[config.mk]
export PLATFORM = sky130hd
export DESIGN_NAME = hamming_mem_engine_flat
export DESIGN_NICKNAME = d
export VERILOG_FILES = /design/src/rtl/hamming_mem_engine_if.sv /design/src/rtl/hamming_mem_engine.sv /design/src/flat_wrapper.sv
export SDC_FILE = /design/constraint.sdc
export NUM_CORES = 1
export LEC_CHECK = 0
export ABC_AREA = 1
export BUFFER_PORTS_ARGS = -buffer_cell sky130_fd_sc_hd__buf_2
export CAP_MARGIN = 20
export CORE_MARGIN = 2
export CORE_UTILIZATION = 25
export DETAILED_ROUTE_END_ITERATION = 10
export PLACE_DENSITY = 0.42
export SYNTH_ARGS = -nofsm -noshare
export SYNTH_HDL_FRONTEND = slang
export SYNTH_SLANG_ARGS = --single-unit
[constraint.sdc]
create_clock -name clk -period 2.28 [get_ports clk]
set_input_delay 0 -clock clk [delete_from_list [all_inputs] [get_ports clk]]
set_output_delay 0 -clock clk [all_outputs]
set_load 0.02 [all_outputs]
[src/rtl/hamming_mem_engine_if.sv]
//------------------------------------------------------------------------------
// Module   : hamming_mem_engine_if
// Purpose  : Groups the control handshake and the byte-wide memory bus of the
//            Hamming memory engine.
// Ports    : master modport (engine side):
//              in  : start, mode, mem_rdata
//              out : busy, done, mem_addr, mem_wr_en, mem_wdata,
//                    single_cnt, double_cnt
//            slave modport (system / memory side) has the mirrored directions.
// Revision : 1.0 - initial release
//------------------------------------------------------------------------------
`default_nettype none

interface hamming_mem_engine_if #(
   parameter int ADDR_W  = 8,
   parameter int NUM_MSG = 15
);
   localparam int CNT_W = $clog2(NUM_MSG + 1);

   logic              start;
   logic              mode;
   logic              busy;
   logic              done;
   logic [ADDR_W-1:0] mem_addr;
   logic              mem_wr_en;
   logic [7:0]        mem_wdata;
   logic [7:0]        mem_rdata;
   logic [CNT_W-1:0]  single_cnt;
   logic [CNT_W-1:0]  double_cnt;

   modport master (
      input  start, mode, mem_rdata,
      output busy, done, mem_addr, mem_wr_en, mem_wdata, single_cnt, double_cnt
   );

   modport slave (
      output start, mode, mem_rdata,
      input  busy, done, mem_addr, mem_wr_en, mem_wdata, single_cnt, double_cnt
   );
endinterface

`default_nettype wire

[src/rtl/hamming_mem_engine.sv]
//------------------------------------------------------------------------------
// Module   : hamming_mem_engine
// Purpose  : SECDED Hamming engine acting as a memory bus master. Walks
//            NUM_MSG little-endian byte pairs starting at SRC_BASE and writes
//            one result pair per item starting at DST_BASE.
//            mode 0: 11-bit message -> 16-bit (15,11)+p0 codeword.
//            mode 1: codeword -> corrected message with 2-bit error flag.
// Ports    : clk   - rising-edge clock
//            reset - synchronous, active-low reset
//            bus   - hamming_mem_engine_if.master (start/mode/busy/done,
//                    mem_addr/mem_wr_en/mem_wdata/mem_rdata, error counters)
// Revision : 1.0 - initial release
//------------------------------------------------------------------------------
`default_nettype none

module hamming_mem_engine #(
   parameter int NUM_MSG  = 15,
   parameter int SRC_BASE = 0,
   parameter int DST_BASE = 30,
   parameter int ADDR_W   = 8
) (
   input  logic                 clk,
   input  logic                 reset,
   hamming_mem_engine_if.master bus
);

   localparam int                CNT_W  = $clog2(NUM_MSG + 1);
   localparam logic [ADDR_W-1:0] c_SRC  = ADDR_W'(SRC_BASE);
   localparam logic [ADDR_W-1:0] c_DST  = ADDR_W'(DST_BASE);
   localparam logic [CNT_W-1:0]  c_LAST = CNT_W'(NUM_MSG - 1);
   localparam logic [CNT_W-1:0]  c_MAX  = CNT_W'(NUM_MSG);

   typedef enum logic [2:0] {
      S_IDLE = 3'd0,
      S_RD0  = 3'd1,
      S_RD1  = 3'd2,
      S_RD2  = 3'd3,
      S_WR0  = 3'd4,
      S_WR1  = 3'd5,
      S_DONE = 3'd6
   } state_t;

   state_t           state_q, state_d;
   logic [CNT_W-1:0] idx_q, idx_d;
   logic [CNT_W-1:0] single_q, single_d;
   logic [CNT_W-1:0] double_q, double_d;
   logic [7:0]       lo_q, lo_d;
   logic [7:0]       hi_q, hi_d;
   logic             mode_q, mode_d;

   // Datapath: result bytes derived combinationally from the captured pair
   logic [10:0]       w_din;
   logic [15:0]       w_enc;
   logic [15:0]       w_rx;
   logic [15:0]       w_fix;
   logic [3:0]        w_syn;
   logic              w_par;
   logic [10:0]       w_dout;
   logic [1:0]        w_flag;
   logic [7:0]        w_res_lo;
   logic [7:0]        w_res_hi;
   logic [ADDR_W-1:0] w_src_a;
   logic [ADDR_W-1:0] w_dst_a;

   always_comb begin
      // Encode: data bits occupy the non-power-of-two positions 3,5,6,7,9..15
      w_din     = {hi_q[2:0], lo_q};
      w_enc     = '0;
      w_enc[3]  = w_din[0];
      w_enc[7:5] = w_din[3:1];
      w_enc[15:9] = w_din[10:4];
      // Each mask selects positions whose index has the given bit set; the
      // parity slots are still zero here so they do not disturb the XOR.
      w_enc[1]  = ^(w_enc & 16'hAAAA);
      w_enc[2]  = ^(w_enc & 16'hCCCC);
      w_enc[4]  = ^(w_enc & 16'hF0F0);
      w_enc[8]  = ^(w_enc & 16'hFF00);
      w_enc[0]  = ^w_enc[15:1];

      // Decode: syndrome equals XOR of the indices of all set bits 1..15
      w_rx      = {hi_q, lo_q};
      w_syn[0]  = ^(w_rx & 16'hAAAA);
      w_syn[1]  = ^(w_rx & 16'hCCCC);
      w_syn[2]  = ^(w_rx & 16'hF0F0);
      w_syn[3]  = ^(w_rx & 16'hFF00);
      w_par     = ^w_rx;
      w_fix     = w_rx;
      if (w_par && (w_syn != 4'd0)) begin
         w_fix[w_syn] = ~w_rx[w_syn];
      end
      w_dout    = {w_fix[15:9], w_fix[7:5], w_fix[3]};
      if (w_par) begin
         w_flag = 2'b01;
      end else if (w_syn != 4'd0) begin
         w_flag = 2'b10;
      end else begin
         w_flag = 2'b00;
      end

      if (mode_q) begin
         w_res_lo = w_dout[7:0];
         w_res_hi = {w_flag, 3'b000, w_dout[10:8]};
      end else begin
         w_res_lo = w_enc[7:0];
         w_res_hi = w_enc[15:8];
      end

      w_src_a = c_SRC + ADDR_W'({idx_q, 1'b0});
      w_dst_a = c_DST + ADDR_W'({idx_q, 1'b0});
   end

   // State register
   always_ff @(posedge clk) begin
      if (!reset) begin
         state_q  <= S_IDLE;
         idx_q    <= '0;
         single_q <= '0;
         double_q <= '0;
         lo_q     <= '0;
         hi_q     <= '0;
         mode_q   <= 1'b0;
      end else begin
         state_q  <= state_d;
         idx_q    <= idx_d;
         single_q <= single_d;
         double_q <= double_d;
         lo_q     <= lo_d;
         hi_q     <= hi_d;
         mode_q   <= mode_d;
      end
   end

   // Next-state and bus outputs
   always_comb begin
      state_d        = state_q;
      idx_d          = idx_q;
      single_d       = single_q;
      double_d       = double_q;
      lo_d           = lo_q;
      hi_d           = hi_q;
      mode_d         = mode_q;
      bus.mem_addr   = '0;
      bus.mem_wr_en  = 1'b0;
      bus.mem_wdata  = 8'h00;
      bus.busy       = (state_q != S_IDLE) && (state_q != S_DONE);
      bus.done       = (state_q == S_DONE);
      bus.single_cnt = single_q;
      bus.double_cnt = double_q;

      case (state_q)
         S_IDLE, S_DONE: begin
            if (bus.start) begin
               state_d  = S_RD0;
               idx_d    = '0;
               single_d = '0;
               double_d = '0;
               mode_d   = bus.mode;
            end
         end
         S_RD0: begin
            bus.mem_addr = w_src_a;
            state_d      = S_RD1;
         end
         S_RD1: begin
            bus.mem_addr = w_src_a + 1'b1;
            lo_d         = bus.mem_rdata;
            state_d      = S_RD2;
         end
         S_RD2: begin
            hi_d    = bus.mem_rdata;
            state_d = S_WR0;
         end
         S_WR0: begin
            // Strobe is masked by reset so an abort in this cycle writes nothing
            bus.mem_addr  = w_dst_a;
            bus.mem_wr_en = reset;
            bus.mem_wdata = w_res_lo;
            state_d       = S_WR1;
         end
         S_WR1: begin
            bus.mem_addr  = w_dst_a + 1'b1;
            bus.mem_wr_en = reset;
            bus.mem_wdata = w_res_hi;
            if (mode_q) begin
               if (w_flag[0] && (single_q != c_MAX)) single_d = single_q + 1'b1;
               if (w_flag[1] && (double_q != c_MAX)) double_d = double_q + 1'b1;
            end
            if (idx_q == c_LAST) begin
               state_d = S_DONE;
            end else begin
               idx_d   = idx_q + 1'b1;
               state_d = S_RD0;
            end
         end
         default: state_d = S_IDLE;
      endcase
   end

endmodule

`default_nettype wire
[src/flat_wrapper.sv]
// flat-port wrapper written by rule: the top's interface ports become plain ports
module hamming_mem_engine_flat 
#(
   parameter int NUM_MSG  = 15,
   parameter int SRC_BASE = 0,
   parameter int DST_BASE = 30,
   parameter int ADDR_W   = 8
)
  (clk, reset, bus_start, bus_mode, bus_mem_rdata, bus_busy, bus_done, bus_mem_addr, bus_mem_wr_en, bus_mem_wdata, bus_single_cnt, bus_double_cnt);
  hamming_mem_engine_if #(.ADDR_W(ADDR_W), .NUM_MSG(NUM_MSG)) bus_i ();
  input  logic clk;
  input  logic reset;
  input wire logic [$bits(bus_i.start)-1:0] bus_start;
  input wire logic [$bits(bus_i.mode)-1:0] bus_mode;
  input wire logic [$bits(bus_i.mem_rdata)-1:0] bus_mem_rdata;
  output wire logic [$bits(bus_i.busy)-1:0] bus_busy;
  output wire logic [$bits(bus_i.done)-1:0] bus_done;
  output wire logic [$bits(bus_i.mem_addr)-1:0] bus_mem_addr;
  output wire logic [$bits(bus_i.mem_wr_en)-1:0] bus_mem_wr_en;
  output wire logic [$bits(bus_i.mem_wdata)-1:0] bus_mem_wdata;
  output wire logic [$bits(bus_i.single_cnt)-1:0] bus_single_cnt;
  output wire logic [$bits(bus_i.double_cnt)-1:0] bus_double_cnt;
  assign bus_i.start = bus_start;
  assign bus_i.mode = bus_mode;
  assign bus_i.mem_rdata = bus_mem_rdata;
  assign bus_busy = bus_i.busy;
  assign bus_done = bus_i.done;
  assign bus_mem_addr = bus_i.mem_addr;
  assign bus_mem_wr_en = bus_i.mem_wr_en;
  assign bus_mem_wdata = bus_i.mem_wdata;
  assign bus_single_cnt = bus_i.single_cnt;
  assign bus_double_cnt = bus_i.double_cnt;
  hamming_mem_engine #(.NUM_MSG(NUM_MSG), .SRC_BASE(SRC_BASE), .DST_BASE(DST_BASE), .ADDR_W(ADDR_W)) u_core (.clk(clk), .reset(reset), .bus(bus_i));
endmodule
; Word-level counts from Yosys, hierarchy flattened
; Index checks and enable logic that the tools add are counted.
[totals]
reg_bits = 32
wordCells = 81
out_inout_bits = 27
in_bits = 12
[classes]
mux = 25
add_sub_neg = 6
n_reduce_logical = 25
n_eq_ne = 15
magnitude_cmp = 2
bitwise = 1
[op_table]
columns = cell, n
row1 = 16-bit parity, 9
row2 = 8-bit one-hot mux with 4 select lines, 1
row3 = 4-bit 2-to-1 mux, 6
row4 = 4-bit one-hot mux with 2 select lines, 3
row5 = 3-bit one-hot mux with 6 select lines, 1
row6 = 16-bit bitwise mux, 1
row7 = 16-bit 2-to-1 mux, 1
row8 = 8-bit 2-to-1 mux, 2
row9 = 8-bit one-hot mux with 2 select lines, 1
row10 = 15-bit parity, 1
row11 = 4-bit by 1-bit adder with 4-bit output (second input constant), 3
row12 = 3-bit == test (second input constant), 3
row13 = 8-bit by 1-bit adder with 8-bit output (second input constant), 1
row14 = 4-bit inequality test (second input constant), 2
row15 = 4-bit AND reduction, 2
row16 = 5-bit by 1-bit adder with 6-bit output (second input constant), 1
row17 = 5-bit by 5-bit adder with 6-bit output (first input constant), 1
row18 = 3-bit by 2-bit == test with 1-bit output (second input constant), 2
row19 = 3-bit 2-to-1 mux, 2
row20 = 2-bit by 1-bit inequality test with 1-bit output (second input constant), 3
row21 = 1-bit logical AND, 5
row22 = 4-bit by 5-bit < comparator with 1-bit output (second input constant), 1
row23 = 1-bit binary-select mux with 4-bit select, 1
row24 = 1-bit demux with 4-bit select, 1
row25 = 15 further kinds, 20

; Depth between registers and ports, before layout
[depth]
word_depth = 9
depth_mapped = 20
ltp_nobuf = 18

; Least setup slack after synthesis
; No wires, ideal clock.
[synth_timing]
path_type = register -> register
startpoint = register u_core.state_q[0]
endpoint = register u_core.single_q[0], in the netlist u_core.bus.single_cnt[0]
path_buffers = 0
period_less_slack_ns = 1.889
setup_time_ns = 0.119
stages_incl_launch_ff = 11
t_required_ns = 2.161
setup_slack_ns = 0.391
arrival_time_ns = 1.770
path_cell_list = dfxtp_1 inv_1 nand2_1 nor2_1 nor2_1 nor2_1 inv_1 nand2_1 inv_1 o21ai_0 a21oi_1
[synth_via]
elab_chain_len = 4
word_cells_on_any_way = 10
classes_between = eq/ne: 5 / mux: 1 / reduce/logical: 4
[synth_rtl]
columns = element, line_no
row1 = from (decl), hamming_mem_engine.sv:43  ; state_t state_q, state_d;
row2 = from (signal assigned), hamming_mem_engine.sv:123  ; state_q <= state_d;
row3 = 3-bit == test (*), --
row4 = net bus_done, flat_wrapper.sv:17  ; output wire logic [$bits(bus_i.done)-1:0] bus_done;
row5 = 2-bit OR reduction (*), hamming_mem_engine.sv:150  ; case (state_q)
row6 = 2-bit inequality test (no source line) / 2-bit nonzero test (equally long branches), --
row7 = 4-bit AND reduction (no source line), --
row8 = to (signal assigned), hamming_mem_engine.sv:125  ; single_q <= single_d;
row9 = to (decl), hamming_mem_engine.sv:45  ; logic [CNT_W-1:0] single_q, single_d;
; The timed path passes the listed nets; every way through them passes the cells marked *.
; A chain may end at the register's enable or synchronous reset.

; Worst setup path after layout
[layout_timing]
startpoint = register u_core.lo_q[3]
endpoint = output bus_mem_wdata[5]
[layout_via]
elab_chain_len = 9
word_cells_on_any_way = 17
classes_between = order compare: 2 / mux: 8 / bitwise: 1 / reduce/logical: 6
[layout_rtl]
columns = element, line_no
row1 = from (decl), hamming_mem_engine.sv:47  ; logic [7:0] lo_q, lo_d;
row2 = from (signal assigned), hamming_mem_engine.sv:127  ; lo_q <= lo_d;
row3 = 16-bit parity (on tied branches), "hamming_mem_engine.sv:82, hamming_mem_engine.sv:83"
row4 = 4-bit by 5-bit < comparator with 1-bit output (not written as such) / 4-bit by 1-bit >= comparator with 1-bit output (equally long branches), hamming_mem_engine.sv:89  ; w_fix[w_syn] = ~w_rx[w_syn];
row5 = 1-bit logical AND (not written as such), hamming_mem_engine.sv:89
row6 = 1-bit 2-to-1 mux (not written as such), hamming_mem_engine.sv:89
row7 = 1-bit demux with 4-bit select, --
row8 = 16-bit bitwise mux, hamming_mem_engine.sv:89
row9 = 16-bit 2-to-1 mux (*), hamming_mem_engine.sv:88  ; if (w_par && (w_syn != 4'd0)) begin
row10 = 8-bit 2-to-1 mux (*), hamming_mem_engine.sv:100  ; if (mode_q) begin
row11 = 8-bit one-hot mux with 2 select lines (*), hamming_mem_engine.sv:150
row12 = to (decl), flat_wrapper.sv:20  ; output wire logic [$bits(bus_i.mem_wdata)-1:0] bus_mem_wdata;
; Every way passes the cells marked *; elsewhere a longest branch is shown, timed or not. The select of a mux whose other input is x is not followed.

==> flow_summary.json <==
{
  "crit_path_end_kind": "output port",
  "cts_root_buf": "clkbuf_16",
  "synth_top_area_share_pct": 28.21,
  "ys_seq_elements": 32,
  "timing.rr.end": "u_core.bus.double_cnt[2]$_SDFFE_PN0P_",
  "io_pins": 39,
  "nFillCells": 1292,
  "overflow": 0,
  "fin_worst_skew_ps": 6.062,
  "hold_depth": 3,
  "crit_path_start_kind": "flop",
  "netlist_instances": 517,
  "drt_iter0_drc": 163,
  "min-delay-start": "bus_mode",
  "combPwrFrac_pct": 54.8,
  "dp_worst_setup_slack_ps": -83.80,
  "ys_top_cells_by_count": "216 x nand2_1, 54 x inv_1, 50 x a21oi_1",
  "min_to": "u_core.mode_q$_SDFFE_PN0P_",
  "viasPerCell": 4.575,
  "synth_most_common_cell": "nand2_1",
  "die-height_um": 111.2,
  "drt-pass1-iter-count": 4,
  "maxCapViolCount": 0,
  "cp_max_fo": 6,
  "layout.nets": 619,
  "synth-async-reset-ratio_pct": 0,
  "grt_max_degree": 22,
  "seq_power_share_pct": 22.3,
  "grt_pass1_vias": 3279,
  "chipWidth_um": 111.2,
  "grt.total_usage_pct": 16.58,
  "dp_cells": 716,
  "die_area_um2": 12370,
  "num_rows": 39,
  "yosys.cell_types.count": 27,
  "reg2reg_slack_ps": 230,
  "grt_pass1_wl_mm": 16.46,
  "hp-class": "primary input to flop",
  "stdcell_area_um2": 4076,
  "power_density_nw_per_um2": 716.9,
  "core-area_um2": 11320,
  "violations": "setup timing",
  "netlist_top_cells_area": "nand2_1 28%, dfxtp_1 22%, a21oi_1 8.7%, inv_1 7.1%, o21ai_0 4.5%",
  "portBuffers": 36,
  "syn_area_um2": 2874,
  "rsz0062_at_grt": "yes",
  "route.detailed.drc": 0,
  "status": "complete, but fails checks",
  "critPathRequiredTime_ps": 2280,
  "setup_tns_ps": -25.71,
  "start_util_pct": 25.39,
  "clkPwrFrac_pct": 22.9,
  "ys.flop_type": "dfxtp_1",
  "antenna_found_initial": 0,
  "htreeDepth": 2,
  "p_leak_uw": 0.002022,
  "synth.largest_area_cell": "nand2_1",
  "period_share_pct": 100.6,
  "period_minus_slack_ps": 2294,
  "r2r-start": "u_core.hi_q[5]$_SDFFE_PN0N_",
  "synthToLayoutAreaGrowth_pct": 41.84,
  "yosys_warnings": 0,
  "reg2regPathDepth": 16,
  "maxSlewViolCount": 0,
  "clock-sinks": 32,
  "placed_area_um2": 3411,
  "wl_per_cell_um": 13.68,
  "ys_seq_area_share_pct": 22.29,
  "routed_wirelength_mm": 10.20,
  "fmaxAchievable_mhz": 436.0,
  "ant_nets": 0,
  "vias": 3413,
  "clock_latency_ps": 280,
  "gp_congestion": 0.8632,
  "cts_buffer_depth": 2,
  "setup_ws_ps": -13.75,
  "worst_ep_arrival_time_ps": 2290,
  "switching_share_pct": 43.90,
  "peakVddDrop_uv": 281.6,
  "p_switching_uw": 1283,
  "timing.final.hold_violations": 0,
  "diodes": 0,
  "p_int_uw": 1639,
  "utilization_pct": 36.01,
  "cts_buffers": 5,
  "synth-edff-count": 0,
  "drive_above_1_share_pct": 33.33,
  "clk_pin_slew_worst_paths_ps": 60,
  "critical_path_class": "flop to output port",
  "syn_area_per_cell_um2": 5.559,
  "cts_tree": "built",
  "finalSetupViolCount": 2,
  "final_cells": 746,
  "hpwl_mm": 7.799
}
-- critical path, cell delays in order (launching register included) --
cell,delay (ps)
dfxtp_4,370
inv_6,80
nand2_1,60
nand2_2,80
nand2_1,90
nand2_4,100
inv_2,40
nand2_2,60
nand2_4,90
buf_4,140
nand2_1,50
nand2_1,60
nand2_1,80
nand2_2,60
nor2_4,140
buf_6,150
nand2_1,50
nand2_1,50
nand2_1,60
nand2_2,80
buf_6,120
-- layout by cell type (no fill, tap or decap), types with 5 or more instances in the layout --
cell type,netlist,routed
dfxtp_1,32,20
nand4_1,11,11
a21oi_1,50,47
buf_4,5,49
inv_2,9,10
nand2_1,216,172
clkbuf_16,0,5
nand2_4,2,8
ha_1,5,5
buf_2,5,28
o21ai_0,26,26
xnor2_1,7,6
nand2_2,9,47
inv_1,54,45
xor2_1,14,12
dfxtp_4,0,8
inv_4,0,6
nor2_1,28,26
nand3_1,22,18
buf_6,1,16
-- routing by layer --
layer  wire length, um  vias up  GRT usage (%)
li1                  -     1795              -
met1              4951     1526          22.59
met2              4494       71          26.06
met3               431       21          3.171
met4               325        0          6.008
met5                 0        -              0
-- final cells by class --
type,instances,area [um2],share of cell area (%)
clock inverters,3,18.77,0.4604
well taps,143,178.9,4.389
clock buffers,5,125.1,3.069
repair buffers,94,698.2,17.13
inverters,63,261.5,6.415
multi-input cells,406,2118,51.96
flip-flops and latches,32,675.6,16.57
-- registers in the layout, indices dropped and copies added (netlist names) --
name                   cells
u_core.bus.double_cnt      4
u_core.bus.single_cnt      4
u_core.idx_q               4
u_core.state_q             3
u_core.lo_q                8
u_core.mode_q              1
u_core.hi_q                8
-- cell families (layout without fill, tap and decap cells) --
kind of cell | count (synthesis) | count (layout) | synth area share [%]
XOR/XNOR | 21 | 21 | 6.400
AND/OR/NAND/NOR | 294 | 294 | 42.27
adder cells (fa/ha/maj) | 5 | 5 | 2.177
flip-flops | 32 | 32 | 22.29
other | 1 | 2 | 0.1305
AO/OA/AOI/OAI | 84 | 84 | 15.15
buffers and inverters | 80 | 165 | 11.58
-- worst max-delay path by stage --
| stage | startpoint | endpoint | slack [ps] | depth (start not counted) |
|---|---|---|---|---|
| after floorplan | u_core.state_q[0]$_SDFFE_PN0P_ | u_core.bus.single_cnt[0]$_SDFFE_PN0P_ | 390 | 10 |
| after global placement | u_core.lo_q[7]$_SDFFE_PN0P_ | bus_mem_wdata[5] | -80 | 20 |
| after detailed placement | u_core.lo_q[7]$_SDFFE_PN0P_ | u_core.bus.double_cnt[3]$_SDFFE_PN0P_ | -80 | 18 |
| after CTS | u_core.lo_q[3]$_SDFFE_PN0P_ | bus_mem_wdata[4] | 2 | 20 |
| after global routing | u_core.hi_q[5]$_SDFFE_PN0N_ | bus_mem_wdata[0] | -190 | 18 |
| final | u_core.lo_q[3]$_SDFFE_PN0P_ | bus_mem_wdata[5] | -10 | 20 |
-- stage by stage --
stage          total power [uW]  hold slack, ps
2_1_floorplan              1513           138.4
3_3_place_gp               1870           279.3
3_5_place_dp               1877           292.1
4_1_cts                    2747           9.998
5_1_grt                    3146           25.03
6_report                   2922           18.78
-- what timing repair did --
item	4_1_cts	5_1_grt
endpoints found under the setup margin	10	12
hold endpoints to repair	1	0
hold buffers	1	0
gates resized for setup	65	65
gates cloned	1	1
pin swaps	8	37
buffers inserted	11	8
-- power by group through the flow --
stage / Combinational, uW / Sequential, uW / Clock, uW
6_report: 1600 / 652 / 668
3_5_place_dp: 1220 / 655 / 0
2_1_floorplan: 878 / 635 / 0
4_1_cts: 1410 / 648 / 689
5_1_grt: 1760 / 659 / 725
3_3_place_gp: 1220 / 655 / 0
No activity file was read; power rests on OpenSTA's default activity.
